File: src/rtl/minisrc_ctrl_pkg.sv
// miniSRC control unit shared definitions: opcodes, ctl bit map, FSM state encoding.
package minisrc_ctrl_pkg;

  localparam int unsigned STEP_W = 4;
  localparam int unsigned OP_W   = 5;

  localparam logic [OP_W-1:0] OP_LD   = 5'b00000;
  localparam logic [OP_W-1:0] OP_LDI  = 5'b00001;
  localparam logic [OP_W-1:0] OP_ST   = 5'b00010;
  localparam logic [OP_W-1:0] OP_ADD  = 5'b00011;
  localparam logic [OP_W-1:0] OP_SUB  = 5'b00100;
  localparam logic [OP_W-1:0] OP_AND  = 5'b00101;
  localparam logic [OP_W-1:0] OP_OR   = 5'b00110;
  localparam logic [OP_W-1:0] OP_SHR  = 5'b00111;
  localparam logic [OP_W-1:0] OP_SHRA = 5'b01000;
  localparam logic [OP_W-1:0] OP_SHL  = 5'b01001;
  localparam logic [OP_W-1:0] OP_ROR  = 5'b01010;
  localparam logic [OP_W-1:0] OP_ROL  = 5'b01011;
  localparam logic [OP_W-1:0] OP_ADDI = 5'b01100;
  localparam logic [OP_W-1:0] OP_ANDI = 5'b01101;
  localparam logic [OP_W-1:0] OP_ORI  = 5'b01110;
  localparam logic [OP_W-1:0] OP_MUL  = 5'b01111;
  localparam logic [OP_W-1:0] OP_DIV  = 5'b10000;
  localparam logic [OP_W-1:0] OP_NEG  = 5'b10001;
  localparam logic [OP_W-1:0] OP_NOT  = 5'b10010;
  localparam logic [OP_W-1:0] OP_BR   = 5'b10011;
  localparam logic [OP_W-1:0] OP_JR   = 5'b10100;
  localparam logic [OP_W-1:0] OP_JAL  = 5'b10101;
  localparam logic [OP_W-1:0] OP_IN   = 5'b10110;
  localparam logic [OP_W-1:0] OP_OUT  = 5'b10111;
  localparam logic [OP_W-1:0] OP_MFHI = 5'b11000;
  localparam logic [OP_W-1:0] OP_MFLO = 5'b11001;
  localparam logic [OP_W-1:0] OP_NOP  = 5'b11010;
  localparam logic [OP_W-1:0] OP_HALT = 5'b11011;

  // ctl bit indices
  localparam int unsigned CTL_PCOUT     = 0;
  localparam int unsigned CTL_MARIN     = 1;
  localparam int unsigned CTL_INCPC     = 2;
  localparam int unsigned CTL_PC_EN     = 3;
  localparam int unsigned CTL_MEMREAD   = 4;
  localparam int unsigned CTL_MEMWRITE  = 5;
  localparam int unsigned CTL_MDRIN     = 6;
  localparam int unsigned CTL_MDROUT    = 7;
  localparam int unsigned CTL_IR_EN     = 8;
  localparam int unsigned CTL_GRA       = 9;
  localparam int unsigned CTL_GRB       = 10;
  localparam int unsigned CTL_GRC       = 11;
  localparam int unsigned CTL_RIN       = 12;
  localparam int unsigned CTL_ROUT      = 13;
  localparam int unsigned CTL_BAOUT     = 14;
  localparam int unsigned CTL_YIN       = 15;
  localparam int unsigned CTL_ZIN       = 16;
  localparam int unsigned CTL_ZLOWOUT   = 17;
  localparam int unsigned CTL_ZHIGHOUT  = 18;
  localparam int unsigned CTL_LOIN      = 19;
  localparam int unsigned CTL_HIIN      = 20;
  localparam int unsigned CTL_COUT      = 21;
  localparam int unsigned CTL_CONIN     = 22;
  localparam int unsigned CTL_INPORTOUT = 23;
  localparam int unsigned CTL_OUTPORT_EN = 24;
  localparam int unsigned CTL_HIOUT     = 25;
  localparam int unsigned CTL_LOOUT     = 26;
  localparam int unsigned CTL_W         = 27;

  // FSM state encoding; T0..T3 double as fetch step numbers 0..3
  localparam logic [2:0] ST_T0   = 3'd0;
  localparam logic [2:0] ST_T1   = 3'd1;
  localparam logic [2:0] ST_T2   = 3'd2;
  localparam logic [2:0] ST_T3   = 3'd3;
  localparam logic [2:0] ST_EXEC = 3'd4;
  localparam logic [2:0] ST_HALT = 3'd5;

  // jal is reserved and everything above halt is unassigned
  function automatic logic op_is_legal(input logic [OP_W-1:0] op);
    return (op <= OP_HALT) && (op != OP_JAL);
  endfunction

endpackage

File: src/rtl/minisrc_step_decode.sv
// Pure combinational control-step decode: (opcode, step, conff) -> (ctl, alu_op, last_step).
// Steps 0..3 are the fetch sequence, 4 and up are execute steps.
module minisrc_step_decode
  import minisrc_ctrl_pkg::*;
#(
  parameter int unsigned STEP_W = 4
) (
  input  logic [OP_W-1:0]   opcode,
  input  logic [STEP_W-1:0] step,
  input  logic              conff,
  output logic [CTL_W-1:0]  ctl,
  output logic [OP_W-1:0]   alu_op,
  output logic              last_step
);

  int unsigned s_c;
  logic        imm_c;

  assign s_c   = 32'(step);
  assign imm_c = (opcode == OP_ADDI) || (opcode == OP_ANDI) || (opcode == OP_ORI);

  // Per-step control word; unknown or out-of-range steps terminate the instruction
  always_comb begin
    ctl       = '0;
    alu_op    = '0;
    last_step = 1'b0;
    if (s_c < 4) begin
      case (s_c)
        0: begin
          ctl[CTL_PCOUT] = 1'b1; ctl[CTL_MARIN] = 1'b1;
          ctl[CTL_INCPC] = 1'b1; ctl[CTL_PC_EN] = 1'b1;
        end
        1: ctl[CTL_MEMREAD] = 1'b1;
        2: begin ctl[CTL_MEMREAD] = 1'b1; ctl[CTL_MDRIN] = 1'b1; end
        default: begin ctl[CTL_MDROUT] = 1'b1; ctl[CTL_IR_EN] = 1'b1; end
      endcase
    end else begin
      case (opcode)
        OP_ADD, OP_SUB, OP_AND, OP_OR, OP_SHR, OP_SHRA, OP_SHL, OP_ROR, OP_ROL,
        OP_ADDI, OP_ANDI, OP_ORI: begin
          alu_op = opcode;
          case (s_c)
            4: begin ctl[CTL_GRB] = 1'b1; ctl[CTL_ROUT] = 1'b1; ctl[CTL_YIN] = 1'b1; end
            5: begin
              ctl[CTL_ZIN] = 1'b1;
              if (imm_c) ctl[CTL_COUT] = 1'b1;
              else begin ctl[CTL_GRC] = 1'b1; ctl[CTL_ROUT] = 1'b1; end
            end
            6: begin
              ctl[CTL_ZLOWOUT] = 1'b1; ctl[CTL_GRA] = 1'b1; ctl[CTL_RIN] = 1'b1;
              last_step = 1'b1;
            end
            default: last_step = 1'b1;
          endcase
        end
        OP_MUL, OP_DIV: begin
          alu_op = opcode;
          case (s_c)
            4: begin ctl[CTL_GRB] = 1'b1; ctl[CTL_ROUT] = 1'b1; ctl[CTL_YIN] = 1'b1; end
            5: begin ctl[CTL_GRA] = 1'b1; ctl[CTL_ROUT] = 1'b1; ctl[CTL_ZIN] = 1'b1; end
            6: begin ctl[CTL_ZLOWOUT] = 1'b1; ctl[CTL_LOIN] = 1'b1; end
            7: begin ctl[CTL_ZHIGHOUT] = 1'b1; ctl[CTL_HIIN] = 1'b1; last_step = 1'b1; end
            default: last_step = 1'b1;
          endcase
        end
        OP_NEG, OP_NOT: begin
          alu_op = opcode;
          case (s_c)
            4: begin ctl[CTL_GRB] = 1'b1; ctl[CTL_ROUT] = 1'b1; ctl[CTL_ZIN] = 1'b1; end
            5: begin
              ctl[CTL_ZLOWOUT] = 1'b1; ctl[CTL_GRA] = 1'b1; ctl[CTL_RIN] = 1'b1;
              last_step = 1'b1;
            end
            default: last_step = 1'b1;
          endcase
        end
        OP_LD, OP_LDI, OP_ST: begin
          case (s_c)
            4: begin ctl[CTL_GRB] = 1'b1; ctl[CTL_BAOUT] = 1'b1; ctl[CTL_YIN] = 1'b1; end
            5: begin ctl[CTL_COUT] = 1'b1; ctl[CTL_ZIN] = 1'b1; alu_op = OP_ADD; end
            6: begin
              ctl[CTL_ZLOWOUT] = 1'b1;
              if (opcode == OP_LDI) begin
                ctl[CTL_GRA] = 1'b1; ctl[CTL_RIN] = 1'b1; last_step = 1'b1;
              end else begin
                ctl[CTL_MARIN] = 1'b1;
              end
            end
            7: begin
              if (opcode == OP_ST) begin
                ctl[CTL_GRA] = 1'b1; ctl[CTL_ROUT] = 1'b1; ctl[CTL_MDRIN] = 1'b1;
              end else begin
                ctl[CTL_MEMREAD] = 1'b1;
              end
            end
            8: begin
              if (opcode == OP_ST) begin
                ctl[CTL_MEMWRITE] = 1'b1; last_step = 1'b1;
              end else begin
                ctl[CTL_MEMREAD] = 1'b1; ctl[CTL_MDRIN] = 1'b1;
              end
            end
            9: begin
              ctl[CTL_MDROUT] = 1'b1; ctl[CTL_GRA] = 1'b1; ctl[CTL_RIN] = 1'b1;
              last_step = 1'b1;
            end
            default: last_step = 1'b1;
          endcase
        end
        OP_BR: begin
          case (s_c)
            4: begin ctl[CTL_GRA] = 1'b1; ctl[CTL_ROUT] = 1'b1; ctl[CTL_CONIN] = 1'b1; end
            5: begin ctl[CTL_PCOUT] = 1'b1; ctl[CTL_YIN] = 1'b1; end
            6: begin ctl[CTL_COUT] = 1'b1; ctl[CTL_ZIN] = 1'b1; alu_op = OP_ADD; end
            7: begin
              ctl[CTL_ZLOWOUT] = 1'b1; ctl[CTL_PC_EN] = conff; last_step = 1'b1;
            end
            default: last_step = 1'b1;
          endcase
        end
        OP_JR: begin
          ctl[CTL_GRA] = 1'b1; ctl[CTL_ROUT] = 1'b1; ctl[CTL_PC_EN] = 1'b1;
          last_step = 1'b1;
        end
        OP_IN: begin
          ctl[CTL_INPORTOUT] = 1'b1; ctl[CTL_GRA] = 1'b1; ctl[CTL_RIN] = 1'b1;
          last_step = 1'b1;
        end
        OP_OUT: begin
          ctl[CTL_GRA] = 1'b1; ctl[CTL_ROUT] = 1'b1; ctl[CTL_OUTPORT_EN] = 1'b1;
          last_step = 1'b1;
        end
        OP_MFHI: begin
          ctl[CTL_HIOUT] = 1'b1; ctl[CTL_GRA] = 1'b1; ctl[CTL_RIN] = 1'b1;
          last_step = 1'b1;
        end
        OP_MFLO: begin
          ctl[CTL_LOOUT] = 1'b1; ctl[CTL_GRA] = 1'b1; ctl[CTL_RIN] = 1'b1;
          last_step = 1'b1;
        end
        default: last_step = 1'b1;  // nop, halt, jal and undefined opcodes
      endcase
    end
  end

endmodule

File: src/rtl/minisrc_control_unit.sv
// miniSRC hardwired control unit: fetch/decode/execute FSM, step counter, halt and illegal tracking.
// Optional build macro SINGLE_STEP_EN adds step_en/step inputs that gate each instruction at T0.
module minisrc_control_unit
  import minisrc_ctrl_pkg::*;
#(
  parameter int unsigned STEP_W = 4
) (
  input  logic             clock,
  input  logic             clear,
  input  logic [31:0]      ir,
  input  logic             conff,
  input  logic             stop,
`ifdef SINGLE_STEP_EN
  input  logic             step_en,
  input  logic             step,
`endif
  output logic [CTL_W-1:0] ctl,
  output logic [OP_W-1:0]  alu_op,
  output logic             run,
  output logic             illegal
);

  logic [2:0]        state_q, state_d;
  logic [STEP_W-1:0] step_q, step_d;
  logic              started_q, started_d;
  logic              run_q, run_d;
  logic              illegal_q, illegal_d;

  logic [OP_W-1:0]   opcode;
  logic              ir_unused;
  logic              hold_c;
  logic              active_c;
  logic [STEP_W-1:0] cur_step_c;
  logic [CTL_W-1:0]  dec_ctl;
  logic [OP_W-1:0]   dec_alu;
  logic              dec_last;

  assign opcode    = ir[31:27];
  assign ir_unused = ^ir[26:0];

`ifdef SINGLE_STEP_EN
  assign hold_c = (state_q == ST_T0) && step_en && !step;
`else
  assign hold_c = 1'b0;
`endif

  // Fetch states map straight onto steps 0..3; execute uses the step counter
  assign cur_step_c = (state_q == ST_EXEC) ? step_q : STEP_W'(state_q);
  assign active_c   = started_q && !hold_c && (state_q != ST_HALT);

  minisrc_step_decode #(.STEP_W(STEP_W)) u_dec (
    .opcode    (opcode),
    .step      (cur_step_c),
    .conff     (conff),
    .ctl       (dec_ctl),
    .alu_op    (dec_alu),
    .last_step (dec_last)
  );

  assign ctl     = active_c ? dec_ctl : '0;
  assign alu_op  = active_c ? dec_alu : '0;
  assign run     = run_q;
  assign illegal = illegal_q;

  // Next-state: the first clock after reset only arms the sequencer so T0 follows it
  always_comb begin
    state_d   = state_q;
    step_d    = step_q;
    started_d = started_q;
    illegal_d = illegal_q;
    case (state_q)
      ST_T0: begin
        if (!started_q)   started_d = 1'b1;
        else if (!hold_c) state_d   = ST_T1;
      end
      ST_T1: state_d = ST_T2;
      ST_T2: state_d = ST_T3;
      ST_T3: begin
        state_d = ST_EXEC;
        step_d  = STEP_W'(4);
      end
      ST_EXEC: begin
        if ((step_q == STEP_W'(4)) && !op_is_legal(opcode)) illegal_d = 1'b1;
        if (dec_last) begin
          step_d  = '0;
          state_d = (stop || (opcode == OP_HALT)) ? ST_HALT : ST_T0;
        end else begin
          step_d = step_q + STEP_W'(1);
        end
      end
      ST_HALT: state_d = ST_HALT;
      default: state_d = ST_T0;
    endcase
    run_d = started_d && (state_d != ST_HALT);
  end

  // State, step counter and status flops
  always_ff @(posedge clock or negedge clear) begin
    if (!clear) begin
      state_q   <= ST_T0;
      step_q    <= '0;
      started_q <= 1'b0;
      run_q     <= 1'b0;
      illegal_q <= 1'b0;
    end else begin
      state_q   <= state_d;
      step_q    <= step_d;
      started_q <= started_d;
      run_q     <= run_d;
      illegal_q <= illegal_d;
    end
  end

endmodule
File: config.mk
export PLATFORM = sky130hd
export DESIGN_NAME = minisrc_control_unit
export DESIGN_NICKNAME = d
export VERILOG_FILES = /design/src/rtl/minisrc_ctrl_pkg.sv /design/src/rtl/minisrc_step_decode.sv /design/src/rtl/minisrc_control_unit.sv
export SDC_FILE = /design/constraint.sdc
export NUM_CORES = 1
export LEC_CHECK = 0
export CORE_MARGIN = 1
export CORE_UTILIZATION = 35
export DETAILED_ROUTE_END_ITERATION = 10
export PLACE_DENSITY = 0.76
export SYNTH_ARGS = -nofsm -noshare
export SYNTH_HDL_FRONTEND = slang
export SYNTH_HIERARCHICAL = 1
export SYNTH_SLANG_ARGS = --single-unit
export TNS_END_PERCENT = 10
File: constraint.sdc
create_clock -name clock -period 3.12 [get_ports clock]
set_clock_uncertainty 0.1 [all_clocks]
set_input_delay 0.624 -clock clock [delete_from_list [all_inputs] [get_ports clock]]
set_output_delay 0.624 -clock clock [all_outputs]
set_load 0.03 [all_outputs]
==> run_results.csv <==
group,metric,value,unit
timing,max_slew_margin,68.15,%
route,avgViaCountPerCell,5.424,
pwr,comb_power_share,33.8,%
final_layout,final_common_cell,"buf_4",
route,first_pass_iters,4,
die,rows,25,
timing,setup_ws,-0.09722,ns
global_route,gr-usage-all-layers,23.21,%
place,dp_hpwl,4.329,mm
worst_setup_path,arrival,2.49,ns
timing,drv_slew,0,
hold_path,min_path_type,"reg -> reg",
status,violations,"setup timing",
yosys,yosysTopAreaCellShare,14.11,%
route,drt-total-wl,5.932,mm
worst_setup_path,critPathLaunchType,"input port",
pwr,p_per_area,145.6,nW/um^2
die,io-pin-count,70,
timing,rsz0062_at_grt,"true",
pwr,clkPwrFrac,33.6,%
pwr,switching_power,0.1204,mW
global_route,grt_pass1_wl,9.715,mm
yosys,synth.distinct_cells,67,
final_layout,final_core_util,57.36,%
yosys,synth_edf_count,0,
timing,period_needed,3.217,ns
yosys,syn_nets,294,
route,via_count,2213,
timing,worst_pin_slew,0.4762,ns
route,initialDrtViolationCount,198,
final_layout,syn_to_final_growth,54.83,%
worst_setup_path,critPathCaptureType,"primary output",
yosys,synth_warnings,6,
pwr,leakagePower,1.314,nW
route,wl_per_cell,14.54,um
final_layout,drive_above_1_share,36.95,%
worst_setup_path,critical_path_peak_fanout,3,
cts,worstSkewPairLatency,0.24,ns
place,gp_congestion,0.9305,
cts,htreeDepth,1,
yosys,ys_dominant_reg_cell,"dfrtp_1",
cts,cts.path.max_buffers,2,
global_route,grt_overflow,0,
pwr,swShare,30.12,%
pwr,intPower,0.2794,mW
global_route,grt_max_degree,33,
global_route,grt_pass1_vias,2019,
cts,cts_buffers,3,
place,portBuffers,42,
route,drcViolationCount,0,
status,status,"finished with violations",
die,die_x,73.17,um
worst_setup_path,critical_path_class,"in -> out",
yosys,ys_seq_area_share,14.11,%
final_layout,num_antenna_cells,0,
cts,cts_tree,"yes",
die,start_util,37.05,%
pwr,vdd_drop_max,0.0002067,V
timing,finalCritPeriodShare,103.1,%
yosys,synth_area_leader_cell,"dfrtp_1",
yosys,synthTopCellsByArea,"dfrtp_1 14%, and2_1 12%, nor2_1 4.9%",
worst_setup_path,worst_ep_required_time,2.40,ns
pwr,pwr-share-seq,32.5,%
timing,setup_viol_count_final,4,
timing,finalHoldViolCount,0,
yosys,synth_area,1773,um^2
cts,path_clk_slew,0.05,ns
die,coreArea,4786,um^2
die,die_h,73.17,um
yosys,syn_inst,256,
final_layout,final_nets,381,
yosys,async_flop_share,100.0,%
global_route,antenna_found_initial,0,
timing,hold_ws,0.4063,ns
cts,clock_sinks,10,
timing,fmax,310.8,MHz
final_layout,final_cell_mix,"84 x buf_4, 31 x and2_1, 23 x nor2_1",
yosys,syn_area_per_cell,6.926,um^2
job,maxCapViolations,0,
die,die_area,5354,um^2
route,ant_nets,0,
cts,cts_root_buf,"clkbuf_8",
yosys,ys_ff_latch,10,
## power groups by stage
stage	combinational, mW	sequential [mW]	clock (mW)
after CTS	0.129	0.130	0.137
after global routing	0.146	0.130	0.141
after detailed placement	0.122	0.132	0
final	0.135	0.130	0.134
after floorplan	0.0601	0.132	0
after global placement	0.121	0.132	0
## worst max-delay path: stages
cell             delay [ns]
clkdlybuf4s15_1        0.22
buf_6                  0.14
a2111o_1               0.44
buf_6                  0.15
buf_4                  0.13
nor2_1                 0.09
a21oi_1                0.08
a221oi_2               0.31
and2_4                 0.18
buf_6                  0.12
## cells in the mapped netlist (all sizes together), types with 3 or more instances
| cell | instances |
|---|---|
| dfrtp | 10 |
| inv | 14 |
| and2 | 33 |
| or2 | 4 |
| nor4 | 3 |
| and3 | 4 |
| a31oi | 5 |
| clkbuf | 14 |
| o22ai | 5 |
| nor2b | 5 |
| a41o | 3 |
| a21o | 4 |
| nor2 | 24 |
| nand2 | 14 |
| o32ai | 3 |
| nor3 | 6 |
| a41oi | 3 |
| a221oi | 4 |
| buf | 11 |
| nand3 | 6 |
| o21ai | 14 |
| nand2b | 8 |
| nor3b | 5 |
| a21oi | 15 |
## through the flow
step	TNS, ns	setup slack (ns)	power, mW	cell area [um^2]	cells
final	-0.2950	-0.09722	0.3998	2745	408
after global placement	-3.050	-0.3534	0.2533	2506	398
after floorplan	-0.02397	-0.02397	0.1922	1774	256
after CTS	-0.2269	-0.1170	0.3963	2655	405
after detailed placement	-3.157	-0.3494	0.2540	2506	398
after global routing	-1.425	-0.1967	0.4165	2745	408
## state kept, by name, indices dropped and copies added (netlist names)
| register | cells |
|---|---|
| run | 1 |
| step_q | 4 |
| illegal | 1 |
| state_q | 3 |
| started_q | 1 |
## metal layers
| metal | wire length [um] | GRT usage (%) | vias up |
|---|---|---|---|
| met5 | 0 | 0 | - |
| met4 | 180 | 10.68 | 0 |
| met3 | 334 | 0.9669 | 17 |
| met2 | 2853 | 38.79 | 107 |
| met1 | 2564 | 30.81 | 993 |
| li1 | - | - | 1096 |
## what timing repair did
item | 4_1_cts | 5_1_grt
setup endpoints to repair | 22 | 16
buffers inserted | 4 | 3
hold buffers | 0 | 0
pin swaps | 7 | 10
gates resized for setup | 26 | 16
## final cells by class
class | instances | area, um^2
fill | 454 | 2041
multi-input combinational | 207 | 1450
timing repair buffer | 107 | 864.6
sequential | 10 | 252.7
tap | 67 | 83.83
inverter | 14 | 52.55
clock buffer | 3 | 41.29
## final timing paths
path                                            from  cells after the start  slack [ns]                    end
worst max-delay path                          ir[31]                     10        -0.1              alu_op[0]
worst min-delay path             illegal$_DFFE_PN0P_                      1        0.41    illegal$_DFFE_PN0P_
worst max register to register  state_q[2]$_DFF_PN0_                     14        0.31  step_q[1]$_DFFE_PN0P_
worst min register to register   illegal$_DFFE_PN0P_                      1        0.41    illegal$_DFFE_PN0P_
max in group asynchronous                      clear                      1        1.98   state_q[0]$_DFF_PN0_
min in group asynchronous                      clear                      1        0.60  step_q[3]$_DFFE_PN0P_
## cells by family (layout without fill, tap and decap cells)
kind of cell / Yosys count / count (layout) / share of synthesized area [%]
compound gates: 72 / 72 / 28.87
xor+xnor: 4 / 4 / 1.976
fa+ha+maj: 2 / 2 / 1.411
buf+inv: 39 / 124 / 10.59
flops: 10 / 10 / 14.11
simple gates: 129 / 129 / 43.05
Note: power is estimated with default switching activity, not from simulation.
